[src/rtl/fp_op_sequencer_pkg.sv]
// rtl/fp_op_sequencer_pkg.sv - shared FP ALU control codes, sequencer states and helpers
package fp_op_sequencer_pkg;

    // FP ALU control codes for the multicycle operations; every other code
    // (sign-inject, min/max, compare, convert, move) completes in one cycle.
    localparam logic [4:0] OPFADD  = 5'd10;
    localparam logic [4:0] OPFSUB  = 5'd11;
    localparam logic [4:0] OPFMUL  = 5'd12;
    localparam logic [4:0] OPFDIV  = 5'd13;
    localparam logic [4:0] OPFSQRT = 5'd14;

    typedef enum logic [1:0] {
        ST_IDLE = 2'd0,
        ST_EXEC = 2'd1,
        ST_DONE = 2'd2
    } fpseq_state_e;

    function automatic int fpseq_max4(input int a, input int b, input int c, input int d);
        int m;
        m = a;
        if (b > m) m = b;
        if (c > m) m = c;
        if (d > m) m = d;
        return m;
    endfunction

endpackage

[src/rtl/fpseq_latency_lut.sv]
// rtl/fpseq_latency_lut.sv - combinational FP op code to (latency - 1) lookup
//
// Ports:
//   iOp     in   CTRL_W  FP ALU control code
//   oLatM1  out  CNT_W   latency of that op minus one (0 for single-cycle ops)
module fpseq_latency_lut
    import fp_op_sequencer_pkg::*;
#(
    parameter int CTRL_W     = 5,
    parameter int LAT_ADDSUB = 4,
    parameter int LAT_MUL    = 5,
    parameter int LAT_DIV    = 16,
    parameter int LAT_SQRT   = 16,
    parameter int CNT_W      = 4
) (
    input  logic [CTRL_W-1:0] iOp,
    output logic [CNT_W-1:0]  oLatM1
);

    always_comb begin
        oLatM1 = '0;
        case (iOp)
            CTRL_W'(OPFADD),
            CTRL_W'(OPFSUB):  oLatM1 = CNT_W'(LAT_ADDSUB - 1);
            CTRL_W'(OPFMUL):  oLatM1 = CNT_W'(LAT_MUL - 1);
            CTRL_W'(OPFDIV):  oLatM1 = CNT_W'(LAT_DIV - 1);
            CTRL_W'(OPFSQRT): oLatM1 = CNT_W'(LAT_SQRT - 1);
            default:          oLatM1 = '0;
        endcase
    end

endmodule

[src/rtl/fp_op_sequencer.sv]
// rtl/fp_op_sequencer.sv - multicycle FP ALU sequencer: latch operands, stall PC, single write strobe
//
// Optional feature macro: FPSEQ_PERFCNT_EN (enables the 32-bit stall-cycle counter).
//
// Ports:
//   iCLK, iRST               clock, asynchronous active-high reset
//   iStart, iOp, iA, iB      FP instruction request, control code and operands
//   oFPControl, oFPA, oFPB   latched control/operands held stable to the FPALU
//   iFPResult                FPALU result
//   oStall                   freeze PC this cycle
//   oResult, oWriteEn        captured result and one-cycle FP register write strobe
//   oDone                    operation completes this cycle
//   oStallCount              stall-cycle counter (zero unless FPSEQ_PERFCNT_EN)
module fp_op_sequencer
    import fp_op_sequencer_pkg::*;
#(
    parameter int DATA_W     = 32,
    parameter int CTRL_W     = 5,
    parameter int LAT_ADDSUB = 4,
    parameter int LAT_MUL    = 5,
    parameter int LAT_DIV    = 16,
    parameter int LAT_SQRT   = 16
) (
    input  logic              iCLK,
    input  logic              iRST,
    input  logic              iStart,
    input  logic [CTRL_W-1:0] iOp,
    input  logic [DATA_W-1:0] iA,
    input  logic [DATA_W-1:0] iB,
    output logic [CTRL_W-1:0] oFPControl,
    output logic [DATA_W-1:0] oFPA,
    output logic [DATA_W-1:0] oFPB,
    input  logic [DATA_W-1:0] iFPResult,
    output logic              oStall,
    output logic [DATA_W-1:0] oResult,
    output logic              oWriteEn,
    output logic              oDone,
    output logic [31:0]       oStallCount
);

    localparam int LAT_MAX = fpseq_max4(LAT_ADDSUB, LAT_MUL, LAT_DIV, LAT_SQRT);
    localparam int CNT_W   = (LAT_MAX > 1) ? $clog2(LAT_MAX) : 1;

    fpseq_state_e      state_q, state_d;
    logic [CNT_W-1:0]  cnt_q, cnt_d;
    logic [CTRL_W-1:0] ctrl_q, ctrl_d;
    logic [DATA_W-1:0] a_q, a_d;
    logic [DATA_W-1:0] b_q, b_d;
    logic [DATA_W-1:0] res_q, res_d;
    logic [CNT_W-1:0]  lat_m1;

    fpseq_latency_lut #(
        .CTRL_W     (CTRL_W),
        .LAT_ADDSUB (LAT_ADDSUB),
        .LAT_MUL    (LAT_MUL),
        .LAT_DIV    (LAT_DIV),
        .LAT_SQRT   (LAT_SQRT),
        .CNT_W      (CNT_W)
    ) u_lat_lut (
        .iOp    (iOp),
        .oLatM1 (lat_m1)
    );

    always_ff @(posedge iCLK or posedge iRST) begin
        if (iRST) begin
            state_q <= ST_IDLE;
            cnt_q   <= '0;
            ctrl_q  <= '0;
            a_q     <= '0;
            b_q     <= '0;
            res_q   <= '0;
        end else begin
            state_q <= state_d;
            cnt_q   <= cnt_d;
            ctrl_q  <= ctrl_d;
            a_q     <= a_d;
            b_q     <= b_d;
            res_q   <= res_d;
        end
    end

    always_comb begin
        state_d  = state_q;
        cnt_d    = cnt_q;
        ctrl_d   = ctrl_q;
        a_d      = a_q;
        b_d      = b_q;
        res_d    = res_q;
        oStall   = 1'b0;
        oWriteEn = 1'b0;
        oDone    = 1'b0;
        case (state_q)
            ST_IDLE: begin
                if (iStart) begin
                    ctrl_d  = iOp;
                    a_d     = iA;
                    b_d     = iB;
                    cnt_d   = lat_m1;
                    state_d = ST_EXEC;
                    oStall  = 1'b1;
                end
            end
            ST_EXEC: begin
                oStall = 1'b1;
                if (cnt_q != '0) begin
                    cnt_d = cnt_q - CNT_W'(1);
                end else begin
                    res_d   = iFPResult;
                    state_d = ST_DONE;
                end
            end
            ST_DONE: begin
                // The instruction that started this op is still at PC here, so
                // iStart must not re-accept; PC advances at the end of this cycle.
                oWriteEn = 1'b1;
                oDone    = 1'b1;
                state_d  = ST_IDLE;
            end
            default: begin
                state_d = ST_IDLE;
            end
        endcase
        // Outputs read as idle while reset is held, even with iStart asserted.
        if (iRST) begin
            oStall   = 1'b0;
            oWriteEn = 1'b0;
            oDone    = 1'b0;
        end
    end

    assign oFPControl = ctrl_q;
    assign oFPA       = a_q;
    assign oFPB       = b_q;
    assign oResult    = res_q;

`ifdef FPSEQ_PERFCNT_EN
    logic [31:0] stall_cnt_q, stall_cnt_d;

    always_comb begin
        stall_cnt_d = stall_cnt_q;
        if (oStall) begin
            stall_cnt_d = stall_cnt_q + 32'd1;
        end
    end

    always_ff @(posedge iCLK or posedge iRST) begin
        if (iRST) begin
            stall_cnt_q <= '0;
        end else begin
            stall_cnt_q <= stall_cnt_d;
        end
    end

    assign oStallCount = stall_cnt_q;
`else
    assign oStallCount = 32'h0;
`endif

endmodule

[config.mk]
export PLATFORM = sky130hd
export DESIGN_NAME = fp_op_sequencer
export DESIGN_NICKNAME = d
export VERILOG_FILES = /design/src/rtl/fp_op_sequencer_pkg.sv /design/src/rtl/fpseq_latency_lut.sv /design/src/rtl/fp_op_sequencer.sv
export SDC_FILE = /design/constraint.sdc
export NUM_CORES = 1
export LEC_CHECK = 0
export ABC_AREA = 1
export BUFFER_PORTS_ARGS = -buffer_cell sky130_fd_sc_hd__buf_2
export CAP_MARGIN = 20
export CORE_MARGIN = 3
export CORE_UTILIZATION = 45
export DETAILED_ROUTE_END_ITERATION = 8
export PLACE_DENSITY = 0.81
export SYNTH_ARGS = -nofsm -noshare
export SYNTH_HDL_FRONTEND = slang
export SYNTH_SLANG_ARGS = --single-unit
[constraint.sdc]
create_clock -name iCLK -period 3.7 [get_ports iCLK]
set_input_delay 0.555 -clock iCLK [delete_from_list [all_inputs] [get_ports iCLK]]
set_output_delay 0.555 -clock iCLK [all_outputs]
set_load 0.01 [all_outputs]
==> results.toml <==
[timing]
max_clock_freq_mhz = 523
skew_ns = 0.0196
setup_violations = 0
finalCriticalPeriod_ns = 1.91
rsz0062_at_grt = "no"
finalHoldViolations = 0
slew_headroom = 0.536
worst_pin_slew_ns = 0.695
setup_tns_ns = 0
setup_ws_ns = 1.79
fin_crit_sh = 0.517
maxSlewViolCount = 0

[clocking]
htreeDepth = 3
cts_sinks = 107
root_buffer = "clkbuf_8"
cts_resized = 0
cts_setup_buffers = 0
cts.clk_slew.worst_paths_ns = 0.11
cts_tree = "yes"
cts.hold.buffers_added = 0
clkLatencyLatePin_ns = 0.35
clockBufferDepth = 2
cts_buffers = 9

[synth]
ys_seq_area_frac = 0.592
synth-seq-cells = 107
synth.avg_cell_area_um2 = 8.65
synth_top_area_frac = 0.592
synthTopCellsByArea = "dfrtp_1 59%, nand2_1 27%, buf_4 7.0%, buf_6 1.5%, inv_1 0.91%"
synth_cell_types = 19
yosysWarningCount = 0
synth_top_area_cell = "dfrtp_1"
synth_area_um2 = 4520
postSynthCellCount = 523

[final_layout]
drive_gt1_frac = 0.326
most-common-layout-cells = "321 x nand2_1, 207 x buf_2, 107 x dfrtp_1"
fin_util = 0.598
nets = 827
design_area_um2 = 5680
diodes = 0
final_common_cell = "nand2_1"
syn_to_final_growth_pct = 25.5

[power_and_ir_drop]
vdd_drop_max_uv = 424
power_density_nw_per_um2 = 859
leakage_nw = 3.46

[floorplan]
start_util = 0.476
ios = 240
dieArea_um2 = 11300
rows = 35
core_area_um2 = 9500
fp.dieW_um = 106
fp.dieH_um = 106

[setup_path]
cp-end-kind = "register"
path_class = "register to register"
path_max_fanout = 33
required_ns = 4.00
crit_chain = "inv_1, ha_1, nand3_4, inv_2, nand2_1, nand2_1"
crit_top_cell = "nand2_1"
cp-start-kind = "register"
max_stage_delay_ns = 0.51
crit_slowest_cell = "inv_2"
critical_path_arrival_ns = 2.21

[placed_design]
placed_area_um2 = 5450
place_congestion = 0.789
io_buffer_count = 207
pre_cts_slack_ns = 1.80
dp_hpwl_um = 7920

[route]
drc_errors = 0
antenna_left = 0
drt-initial-drc-count = 236
wire_per_inst_um = 12.6
via_per_inst = 4.54
vias = 3883
routed_wl_um = 10800
firstDrtPassIters = 4

[grt]
grt_first_pass_wirelength_um = 17700
antenna_found_initial = 0
first_global_vias = 3709
grt.total_usage = 0.193
grt_max_degree = 91
globalRouteOverflowTotal = 0

[flow_run]
maxCapViolations = 0

[status]
outcome = "finished, final reports clean"

[hold_path]
hold_path_class = "primary input to asynchronous set/reset pin"
-- registers in the layout (all words and copies together) (netlist names) --
register / count
state_q: 2
oFPB: 32
cnt_q: 4
oResult: 32
oFPA: 32
oFPControl: 5
-- logic make-up (layout without fill, tap and decap cells) --
logic type      after synthesis  count (layout)  synth area share
flops                       107             107             0.592
simple gates                337             337             0.290
buf+inv                      70             243             0.105
fa+ha+maj                     1               1           0.00277
compound gates                7               7            0.0102
other cells                   1              32          0.000829
-- through the flow --
stage,power [mW],std cells,hold WS [ns]
2_1_floorplan,3.43,554,0.449
3_3_place_gp,4.09,839,0.456
3_5_place_dp,4.20,839,0.459
4_1_cts,4.94,855,0.363
5_1_grt,5.31,856,0.192
6_report,4.88,856,0.193
-- final cells by class --
| cell class | instances | area [µm²] |
|---|---|---|
| Clock inverter | 5 | 60.1 |
| Tap cell | 129 | 161 |
| Sequential cell | 107 | 2680 |
| Clock buffer | 11 | 141 |
| Timing Repair Buffer | 211 | 1090 |
| Multi-Input combinational cell | 377 | 1490 |
| Inverter | 16 | 62.6 |
| Fill cell | 847 | 3820 |
-- cells in the mapped netlist --
cell     number
buf_6         6
nor2_8        1
nand3_4       1
inv_1        11
nor3_1        1
buf_4        42
nor2_2        1
nand3_1       5
a21oi_1       1
nand3_2       1
nor2_1        6
a21oi_4       1
ha_1          1
dfrtp_1     107
o21ai_0       5
inv_2         5
nand2_1     321
conb_1        1
buf_2         6
-- worst paths after layout --
path | from | endpoint | slack, ns | cells past startpoint
worst max-delay path | cnt_q[0] | oResult[19] | 1.79 | 6
worst min-delay path | iRST | oFPB[5] | 0.19 | 2
worst max register to register | cnt_q[0] | oResult[19] | 1.79 | 6
worst min register to register | oFPB[0] | oFPB[0] | 0.48 | 2
max in group asynchronous | iRST | oResult[1] | 2.60 | 4
min in group iCLK | iFPResult[18] | oResult[18] | 0.39 | 3
-- routing by layer --
metal / vias up / global-route usage / part of all wire / routed length [µm]
met5: - / 0 / 0 / 0
met4: 0 / 0.0546 / 0.013 / 142
met3: 11 / 0.0492 / 0.080 / 864
met2: 160 / 0.331 / 0.49 / 5350
met1: 1817 / 0.242 / 0.41 / 4450
li1: 1895 / - / - / -
-- critical path: cells and delay by family (launching register included) --
kind          cells  cell delay [ns]
buf+inv           2             0.62
simple gates      3             0.54
flops             1             0.39
fa+ha+maj         1             0.28
-- report_power, final --
group          leakage [nW]  internal, mW  switching [mW]
Clock                0.0999         0.335           0.390
Sequential             1.32          1.74           0.308
Combinational          2.03         0.789            1.32
Total                  3.46          2.86            2.02
Power figures use the tool's default switching activity.
